<file path="src/rtl/mem_lock_arbiter_if.sv">
// Core/memory-side bundle of the memory + lock arbiter.
// master: cores and memory (drive requests, operands, lock requests, mem_rdat).
// slave : the arbiter (drives acks, read data, lock grants, memory port).
interface mem_lock_arbiter_if #(
    parameter int unsigned C = 2
);
    localparam int unsigned DW = 16;
    localparam int unsigned LW = 10;

    logic [C*DW-1:0] main_mem_read_adr;
    logic [C*DW-1:0] main_mem_write_adr;
    logic [C*DW-1:0] main_mem_write_dat;
    logic [C-1:0]    main_mem_read;
    logic [C-1:0]    main_mem_write;
    logic [C-1:0]    main_mem_ac;
    logic [DW-1:0]   main_mem_dat;
    logic [C*LW-1:0] lock_adr;
    logic [C-1:0]    lock_en;
    logic [C-1:0]    unlock_en;
    logic [C-1:0]    lock_ac;
    logic [DW-1:0]   mem_adr;
    logic [DW-1:0]   mem_wdat;
    logic            mem_we;
    logic [DW-1:0]   mem_rdat;

    modport master (
        output main_mem_read_adr, main_mem_write_adr, main_mem_write_dat,
        output main_mem_read, main_mem_write, lock_adr, lock_en, unlock_en,
        output mem_rdat,
        input  main_mem_ac, main_mem_dat, lock_ac, mem_adr, mem_wdat, mem_we
    );

    modport slave (
        input  main_mem_read_adr, main_mem_write_adr, main_mem_write_dat,
        input  main_mem_read, main_mem_write, lock_adr, lock_en, unlock_en,
        input  mem_rdat,
        output main_mem_ac, main_mem_dat, lock_ac, mem_adr, mem_wdat, mem_we
    );
endinterface

</file>
<file path="src/rtl/mem_lock_arbiter.sv">
// Round-robin arbiter serialising C cores onto one synchronous memory port,
// plus a per-core lock table granting exclusive ownership of 10-bit addresses.
// Ports: clk, reset (async, active-high), bus (mem_lock_arbiter_if.slave).
module mem_lock_arbiter #(
    parameter int unsigned C = 2
) (
    input  logic               clk,
    input  logic               reset,
    mem_lock_arbiter_if.slave  bus
);
    localparam int unsigned PW = (C > 1) ? $clog2(C) : 1;
    localparam int unsigned DW = 16;
    localparam int unsigned LW = 10;

    typedef enum logic [1:0] {IDLE, ISSUE, RESP} state_t;

    state_t        state, state_nxt;
    logic [PW-1:0] rr_ptr, winner, pick;
    logic          win_write, pick_found;
    logic [C-1:0]  req;
    logic [C-1:0]  mem_ac_q;
    logic [DW-1:0] dat_q, mem_adr_q, mem_wdat_q;
    logic          mem_we_q;

    logic [C-1:0]  lk_valid, lk_eff, lk_cand, lk_grant, lock_ac_q;
    logic [LW-1:0] lk_adr [C];

    function automatic logic [PW-1:0] wrap_idx(input logic [PW-1:0] base, input int unsigned off);
        int unsigned s;
        s = 32'(base) + off;
        return PW'(s % C);
    endfunction

    // Round-robin pick: first requesting core at or after rr_ptr.
    always_comb begin
        req        = bus.main_mem_read | bus.main_mem_write;
        pick       = '0;
        pick_found = 1'b0;
        for (int unsigned k = 0; k < C; k++) begin
            if (!pick_found && req[wrap_idx(rr_ptr, k)]) begin
                pick       = wrap_idx(rr_ptr, k);
                pick_found = 1'b1;
            end
        end
    end

    // FSM state register
    always_ff @(posedge clk or posedge reset) begin
        if (reset) state <= IDLE;
        else       state <= state_nxt;
    end

    // FSM next state
    always_comb begin
        state_nxt = state;
        unique case (state)
            IDLE:    if (pick_found) state_nxt = ISSUE;
            ISSUE:   state_nxt = RESP;
            RESP:    state_nxt = IDLE;
            default: state_nxt = IDLE;
        endcase
    end

    // Memory datapath: latch winner in IDLE, ack in RESP, advance pointer.
    always_ff @(posedge clk or posedge reset) begin
        if (reset) begin
            rr_ptr     <= '0;
            winner     <= '0;
            win_write  <= 1'b0;
            mem_ac_q   <= '0;
            dat_q      <= '0;
            mem_adr_q  <= '0;
            mem_wdat_q <= '0;
            mem_we_q   <= 1'b0;
        end else begin
            mem_ac_q <= '0;
            case (state)
                IDLE: if (pick_found) begin
                    winner     <= pick;
                    win_write  <= bus.main_mem_write[pick];
                    mem_we_q   <= bus.main_mem_write[pick];
                    mem_adr_q  <= bus.main_mem_write[pick]
                                  ? bus.main_mem_write_adr[32'(pick)*DW +: DW]
                                  : bus.main_mem_read_adr[32'(pick)*DW +: DW];
                    mem_wdat_q <= bus.main_mem_write_dat[32'(pick)*DW +: DW];
                end
                ISSUE: begin
                    mem_we_q <= 1'b0;
                    mem_ac_q <= C'(1) << winner;
                end
                RESP: begin
                    rr_ptr <= wrap_idx(winner, 1);
                    if (!win_write) dat_q <= bus.mem_rdat;
                end
                default: ;
            endcase
        end
    end

    // Read data arrives from memory during RESP, the same cycle as the ack,
    // so it is forwarded straight through then and held afterwards.
    assign bus.main_mem_dat = (state == RESP && !win_write) ? bus.mem_rdat : dat_q;
    assign bus.main_mem_ac  = mem_ac_q;
    assign bus.mem_adr      = mem_adr_q;
    assign bus.mem_wdat     = mem_wdat_q;
    assign bus.mem_we       = mem_we_q;

    // Lock candidates: not just acked, and no other live entry on that address.
    always_comb begin
        lk_eff  = lk_valid & ~bus.unlock_en;
        lk_cand = '0;
        for (int unsigned i = 0; i < C; i++) begin
            lk_cand[i] = bus.lock_en[i] & ~lock_ac_q[i];
            for (int unsigned j = 0; j < C; j++) begin
                if (j != i && lk_eff[j] && lk_adr[j] == bus.lock_adr[i*LW +: LW])
                    lk_cand[i] = 1'b0;
            end
        end
    end

    // Same-address contention: lowest-index candidate wins.
    always_comb begin
        lk_grant = lk_cand;
        for (int unsigned i = 1; i < C; i++) begin
            for (int unsigned k = 0; k < i; k++) begin
                if (lk_cand[k] && bus.lock_adr[k*LW +: LW] == bus.lock_adr[i*LW +: LW])
                    lk_grant[i] = 1'b0;
            end
        end
    end

    // Lock table update; a grant overrides a same-cycle unlock.
    always_ff @(posedge clk or posedge reset) begin
        if (reset) begin
            lk_valid  <= '0;
            lock_ac_q <= '0;
            for (int unsigned i = 0; i < C; i++) lk_adr[i] <= '0;
        end else begin
            lock_ac_q <= lk_grant;
            for (int unsigned i = 0; i < C; i++) begin
                if (lk_grant[i]) begin
                    lk_valid[i] <= 1'b1;
                    lk_adr[i]   <= bus.lock_adr[i*LW +: LW];
                end else if (bus.unlock_en[i]) begin
                    lk_valid[i] <= 1'b0;
                end
            end
        end
    end

    assign bus.lock_ac = lock_ac_q;
endmodule
</file>
<file path="src/flat_wrapper.sv">
// flat-port wrapper written by rule: the top's interface ports become plain ports
module mem_lock_arbiter_flat 
#(
    parameter int unsigned C = 2
)
  (clk, reset, bus_main_mem_read_adr, bus_main_mem_write_adr, bus_main_mem_write_dat, bus_main_mem_read, bus_main_mem_write, bus_lock_adr, bus_lock_en, bus_unlock_en, bus_mem_rdat, bus_main_mem_ac, bus_main_mem_dat, bus_lock_ac, bus_mem_adr, bus_mem_wdat, bus_mem_we);
  mem_lock_arbiter_if #(.C(C)) bus_i ();
  input  logic clk;
  input  logic reset;
  input wire logic [$bits(bus_i.main_mem_read_adr)-1:0] bus_main_mem_read_adr;
  input wire logic [$bits(bus_i.main_mem_write_adr)-1:0] bus_main_mem_write_adr;
  input wire logic [$bits(bus_i.main_mem_write_dat)-1:0] bus_main_mem_write_dat;
  input wire logic [$bits(bus_i.main_mem_read)-1:0] bus_main_mem_read;
  input wire logic [$bits(bus_i.main_mem_write)-1:0] bus_main_mem_write;
  input wire logic [$bits(bus_i.lock_adr)-1:0] bus_lock_adr;
  input wire logic [$bits(bus_i.lock_en)-1:0] bus_lock_en;
  input wire logic [$bits(bus_i.unlock_en)-1:0] bus_unlock_en;
  input wire logic [$bits(bus_i.mem_rdat)-1:0] bus_mem_rdat;
  output wire logic [$bits(bus_i.main_mem_ac)-1:0] bus_main_mem_ac;
  output wire logic [$bits(bus_i.main_mem_dat)-1:0] bus_main_mem_dat;
  output wire logic [$bits(bus_i.lock_ac)-1:0] bus_lock_ac;
  output wire logic [$bits(bus_i.mem_adr)-1:0] bus_mem_adr;
  output wire logic [$bits(bus_i.mem_wdat)-1:0] bus_mem_wdat;
  output wire logic [$bits(bus_i.mem_we)-1:0] bus_mem_we;
  assign bus_i.main_mem_read_adr = bus_main_mem_read_adr;
  assign bus_i.main_mem_write_adr = bus_main_mem_write_adr;
  assign bus_i.main_mem_write_dat = bus_main_mem_write_dat;
  assign bus_i.main_mem_read = bus_main_mem_read;
  assign bus_i.main_mem_write = bus_main_mem_write;
  assign bus_i.lock_adr = bus_lock_adr;
  assign bus_i.lock_en = bus_lock_en;
  assign bus_i.unlock_en = bus_unlock_en;
  assign bus_i.mem_rdat = bus_mem_rdat;
  assign bus_main_mem_ac = bus_i.main_mem_ac;
  assign bus_main_mem_dat = bus_i.main_mem_dat;
  assign bus_lock_ac = bus_i.lock_ac;
  assign bus_mem_adr = bus_i.mem_adr;
  assign bus_mem_wdat = bus_i.mem_wdat;
  assign bus_mem_we = bus_i.mem_we;
  mem_lock_arbiter #(.C(C)) u_core (.clk(clk), .reset(reset), .bus(bus_i));
endmodule
</file>
<file path="config.mk">
export PLATFORM = sky130hd
export DESIGN_NAME = mem_lock_arbiter_flat
export DESIGN_NICKNAME = d
export VERILOG_FILES = /design/src/rtl/mem_lock_arbiter_if.sv /design/src/rtl/mem_lock_arbiter.sv /design/src/flat_wrapper.sv
export SDC_FILE = /design/constraint.sdc
export NUM_CORES = 1
export LEC_CHECK = 0
export CAP_MARGIN = 30
export CORE_MARGIN = 4
export CORE_UTILIZATION = 37
export DETAILED_ROUTE_END_ITERATION = 7
export GPL_ROUTABILITY_DRIVEN = 0
export PLACE_DENSITY_LB_ADDON = 0.2
export SYNTH_ARGS = -nofsm -noshare
export SYNTH_HDL_FRONTEND = slang
export SYNTH_SLANG_ARGS = --single-unit
</file>
<file path="constraint.sdc">
create_clock -name clk -period 3.2 [get_ports clk]
set_input_delay 0.64 -clock clk [delete_from_list [all_inputs] [get_ports clk]]
set_output_delay 0.64 -clock clk [all_outputs]
set_load 0.005 [all_outputs]
</file>
# After elaboration in Yosys (flattened, before gate mapping)
# Index checks and enable logic that the tools add are counted.
# op_classes
addsub	2
magnitude_cmp	3
n_eq_ne	6
shifts	4
mux	24
bitwise_logic	8
reduce_logical	14
# ops
operator	n
32-bit by 6-bit indexed part select with 16-bit output	3
16-bit two-way mux	2
10-bit == test	3
1-bit two-way mux	18
1-bit by 2-bit < comparator with 1-bit output, second input constant	3
2-bit AND reduction	3
2-bit nonzero test	3
1-bit logical AND	5
2-bit two-way mux	2
2-bit case mux with 2 select lines	1
1-bit inverter	3
1-bit adder, second input constant	2
1-bit bitwise AND	2
2-bit bitwise AND	1
2-bit by 1-bit == test with 1-bit output, second input constant	1
2-bit == test, second input constant	1
1-bit logical NOT	2
2-bit logical NOT	1
2-bit by 1-bit inequality test with 1-bit output, second input constant	1
2-bit inverter	1
2-bit bitwise OR	1
1-bit case mux with 2 select lines	1
1-bit by 1-bit left shift with 2-bit output, first input constant	1
# word_totals
regBits	80
input_bits	142
elab_cells	75

# Logic depth before layout (Yosys ltp)
# logic_depth
ltp_word	11
ltp_mapped	7
depth_no_buf	5

# Least setup slack after synthesis
# Ideal clock, no wire load.
# synth_path
path_type	reg2out
from	register u_core.state[0]
to	output port bus_main_mem_dat[0]
arrival_time_ns	1.493
required_ns	2.560
slack_ns	1.067
stages_incl_launch_ff	5
path_buffers	1
path_cell_list	dfrtp_1 nand2b_1 nor2_1 buf_2 mux2_2
# synth_via
elab_chain_len	3
# synth_lines
element	line	rtl
start, declared	mem_lock_arbiter.sv:17	state_t state, state_nxt;
start signal, assigned	mem_lock_arbiter.sv:50	else state <= state_nxt;
2-bit == test	mem_lock_arbiter.sv:102	assign bus.main_mem_dat = (state == RESP && !win_write) ? bus.mem_rdat : dat_q;
1-bit logical AND	mem_lock_arbiter.sv:102	
16-bit two-way mux	mem_lock_arbiter.sv:102	
end, declared	flat_wrapper.sv:20	output wire logic [$bits(bus_i.main_mem_dat)-1:0] bus_main_mem_dat;
# No other way between the ends.

# Worst setup path after layout
# layout_path
from	register u_core.state[0]
to	output port bus_main_mem_dat[7]
# The elaborated chain is that of the path after synthesis.

==> out/summary.json <==
{
  "cts.htree.levels": {"value": 3},
  "clock-skew-final": {"value": 0.0136, "unit": "ns"},
  "yosysTopAreaCell": {"value": "sky130_fd_sc_hd__dfrtp_1"},
  "clk_transition_reported_paths": {"value": 0.07, "unit": "ns"},
  "initial_antenna_violation_count": {"value": 0},
  "chipWidth": {"value": 112, "unit": "um"},
  "unrepaired_setup_endpoints_after_global_routing": {"value": "no"},
  "post_synthesis_cell_area": {"value": 0.00400, "unit": "sq mm"},
  "finalSetupViolCount": {"value": 0},
  "synth.ff_latch_count": {"value": 80},
  "insertedDiodeCount": {"value": 0},
  "cts-buffers-inserted": {"value": 9},
  "cp-start-kind": {"value": "flop"},
  "routed_wl": {"value": 11200, "unit": "um"},
  "holdBufCountCts": {"value": 0},
  "cts.sinks": {"value": 80},
  "design.die.area": {"value": 0.0125, "unit": "sq mm"},
  "postLayoutCoreUtil": {"value": 0.608},
  "drt-vias-per-instance": {"value": 4.94},
  "number_of_detailed_route_iterations_in_the_first_pass": {"value": 4},
  "postSynth.asyncResetShare": {"value": 1.00},
  "peakVddDrop": {"value": 334, "unit": "uV"},
  "mean_syn_cell_area": {"value": 11.2, "unit": "sq um"},
  "grtUsageTotal": {"value": 0.179},
  "power": {"value": 4420, "unit": "uW"},
  "drtAntennaViolNets": {"value": 0},
  "minimum_period_implied_by_the_final_worst_setup_slack": {"value": 2.78, "unit": "ns"},
  "number_of_buffers_inserted_by_post_cts_setup_repair": {"value": 0},
  "num_vias": {"value": 3426},
  "crit_fanout": {"value": 16},
  "wl_per_cell": {"value": 16.1, "unit": "um"},
  "synth-edff-count": {"value": 0},
  "floorplan.die.height": {"value": 112, "unit": "um"},
  "yosys.area.top_type_share": {"value": 0.500},
  "ys_types": {"value": 34},
  "grt_start_max_net_pins": {"value": 50},
  "synth_common_cells": {"value": "sky130_fd_sc_hd__dfrtp_1, sky130_fd_sc_hd__o21ai_0, sky130_fd_sc_hd__mux2_2"},
  "detailed_place.area": {"value": 0.00615, "unit": "sq mm"},
  "switching_power_of_the_nets": {"value": 1430, "unit": "uW"},
  "cap_violations": {"value": 0},
  "seqPwrFrac": {"value": 0.362},
  "setup.worst_path.end_class": {"value": "output port"},
  "finalHoldViolCount": {"value": 0},
  "power_frac_clock": {"value": 0.161},
  "io_buffer_count": {"value": 194},
  "data_arrival_time_at_the_worst_slack_endpoint": {"value": 2.14, "unit": "ns"},
  "synth_most_common_cell": {"value": "sky130_fd_sc_hd__dfrtp_1"},
  "start_util": {"value": 0.384},
  "internal_power": {"value": 2990, "unit": "uW"},
  "synthCells": {"value": 356},
  "placementRows": {"value": 37},
  "cts_max_path_buffers": {"value": 2},
  "fin_nets": {"value": 697},
  "min_period_over_period": {"value": 0.868},
  "synthToLayoutAreaGrowth": {"value": 58.4, "unit": "%"},
  "power_frac_comb": {"value": 0.478},
  "worst_pin_slew": {"value": 0.753, "unit": "ns"},
  "switching_share": {"value": 0.323},
  "power_density": {"value": 697, "unit": "mW/mm^2"},
  "synth_seq_area_share": {"value": 0.500},
  "slowest_delay": {"value": 0.47, "unit": "ns"},
  "tritoncts_clock_tree": {"value": "done"},
  "postSynth.topFlopCell": {"value": "sky130_fd_sc_hd__dfrtp_1"},
  "status": {"value": "finished clean"},
  "max_slew_margin": {"value": 0.498},
  "finalInstanceArea": {"value": 0.00634, "unit": "sq mm"},
  "holdCritPathClass": {"value": "flop to flop"},
  "detailed_place_hpwl": {"value": 8890, "unit": "um"},
  "clk_root_buffer_cell": {"value": "sky130_fd_sc_hd__clkbuf_8"},
  "wire_length_of_the_first_global_routing_pass": {"value": 18000, "unit": "um"},
  "setup-tns-final": {"value": 0, "unit": "ns"},
  "crit_path_cell_trace": {"value": "nand2b_1, nor2_1, buf_4, mux2_2, clkdlybuf4s50_1"},
  "first_global_vias": {"value": 3708},
  "crit_path_top_delay_cell": {"value": "sky130_fd_sc_hd__clkdlybuf4s50_1"},
  "slew_violations": {"value": 0},
  "initialDrtViolationCount": {"value": 60},
  "synth.top_cells.by_area": {"value": "sky130_fd_sc_hd__dfrtp_1, sky130_fd_sc_hd__mux2_2, sky130_fd_sc_hd__o21ai_0, sky130_fd_sc_hd__mux2i_1, sky130_fd_sc_hd__xor2_1"},
  "cts.repair.resized": {"value": 0},
  "timing.setup.critical_path_class": {"value": "flop to output port"},
  "pre_cts_slack": {"value": 0.509, "unit": "ns"},
  "setup_ws": {"value": 0.422, "unit": "ns"},
  "clock_latency_reported_for_the_late_side_of_the_worst_skew_pair": {"value": 0.35, "unit": "ns"},
  "syn-num-nets": {"value": 498},
  "critical_path_required": {"value": 2.56, "unit": "ns"},
  "boundaryPins": {"value": 195},
  "drc_errors": {"value": 0},
  "power.static_leakage": {"value": 0.00261, "unit": "uW"},
  "globalRouteOverflowTotal": {"value": 0},
  "max_clock_freq": {"value": 360, "unit": "MHz"},
  "core_region_area": {"value": 0.0104, "unit": "sq mm"},
  "yosys_warning_total": {"value": 0},
  "final_layout_size_suffix_gt1_frac": {"value": 0.154}
}
==> critical path: cells and delay by family, from the launching register on <==
family,cells,cell delay [ns]
muxes,1,0.38
and+or+nand+nor,2,0.30
DFF,1,0.39
buffers and inverters,2,0.72
==> flip-flops by register name, indices dropped and copies added, names as in the netlist <==
name	flops
u_core.bus.mem_wdat	16
u_core.bus.mem_we	1
u_core.state	2
u_core.winner	1
u_core.rr_ptr	1
u_core.bus.main_mem_ac	2
u_core.bus.mem_adr	16
u_core.bus.lock_ac	2
u_core.win_write	1
u_core.lk_adr	20
u_core.dat_q	16
u_core.lk_valid	2
==> power by group through the flow <==
stage | Combinational (uW) | Sequential [uW] | Clock (uW)
6_report | 2110 | 1600 | 710
5_1_grt | 2320 | 1650 | 786
4_1_cts | 2150 | 1600 | 738
3_5_place_dp | 2140 | 1620 | 0
3_3_place_gp | 2110 | 1600 | 0
2_1_floorplan | 953 | 1610 | 0
==> routing by layer <==
metal / share of wire / track usage
met1: 0.40 / 0.205
met2: 0.50 / 0.310
met3: 0.088 / 0.0641
met4: 0.016 / 0.0625
met5: 0 / 0
==> layout by cell type (no fill, tap or decap), types with 2 or more instances in the layout <==
cell type,instances
sky130_fd_sc_hd__clkbuf_8,9
sky130_fd_sc_hd__clkinv_4,2
sky130_fd_sc_hd__nor3b_1,16
sky130_fd_sc_hd__o21ai_0,50
sky130_fd_sc_hd__nor3_1,2
sky130_fd_sc_hd__clkdlybuf4s50_1,194
sky130_fd_sc_hd__nand2b_1,4
sky130_fd_sc_hd__xnor2_1,14
sky130_fd_sc_hd__dfrtp_1,80
sky130_fd_sc_hd__clkinv_2,2
sky130_fd_sc_hd__nor4_2,2
sky130_fd_sc_hd__buf_4,13
sky130_fd_sc_hd__o21ai_1,3
sky130_fd_sc_hd__a211oi_1,16
sky130_fd_sc_hd__nand4_1,3
sky130_fd_sc_hd__mux2_4,8
sky130_fd_sc_hd__nor2_1,6
sky130_fd_sc_hd__inv_1,5
sky130_fd_sc_hd__mux2_2,44
sky130_fd_sc_hd__mux2i_1,16
sky130_fd_sc_hd__nand2_1,36
sky130_fd_sc_hd__nand3_1,2
sky130_fd_sc_hd__xor2_1,16
==> final timing paths <==
path | start | to | slack [ns] | cells after the start
max | u_core.state[0]$_DFFE_PP0P_ | bus_main_mem_dat[7] | 0.42 | 5
min | u_core.winner$_DFFE_PP0P_ | u_core.bus.main_mem_ac[0]$_DFF_PP0_ | 0.47 | 1
max reg2reg | u_core.lk_adr[0]$_DFFE_PP0P_ | u_core.lk_adr[4]$_DFFE_PP0P_ | 1.32 | 6
min reg2reg | u_core.winner$_DFFE_PP0P_ | u_core.bus.main_mem_ac[0]$_DFF_PP0_ | 0.47 | 1
max in group asynchronous | reset | u_core.dat_q[4]$_DFFE_PP0P_ | 1.87 | 3
min in group asynchronous | reset | u_core.lk_adr[1]$_DFFE_PP0P_ | 0.66 | 2
==> area by class of cell <==
| cell class | instances | area (sq um) |
|---|---|---|
| clock buffers | 9 | 124 |
| well taps | 136 | 170 |
| fillers | 920 | 4080 |
| multi-input cells | 250 | 1900 |
| inverters | 6 | 23.8 |
| clock inverters | 5 | 60.1 |
| repair buffers | 208 | 2060 |
| flip-flops and latches | 80 | 2000 |
==> stage by stage <==
stage / hold WS, ns / std cells
6_report: 0.470 / 694
2_1_floorplan: 0.433 / 356
4_1_cts: 0.473 / 694
5_1_grt: 0.511 / 694
3_5_place_dp: 0.462 / 680
3_3_place_gp: 0.462 / 680
==> cell families (layout without fill, tap and decap cells) <==
kind of cell	count (synthesis)	after routing	synth area share
buffers and inverters	26	228	0.0288
muxes	68	68	0.194
xor gates and xnor gates	30	30	0.0657
AOI/OAI and AO/OA	75	75	0.109
DFF	80	80	0.500
and+or+nand+nor	77	77	0.102
(Power assumes the default switching activity.)
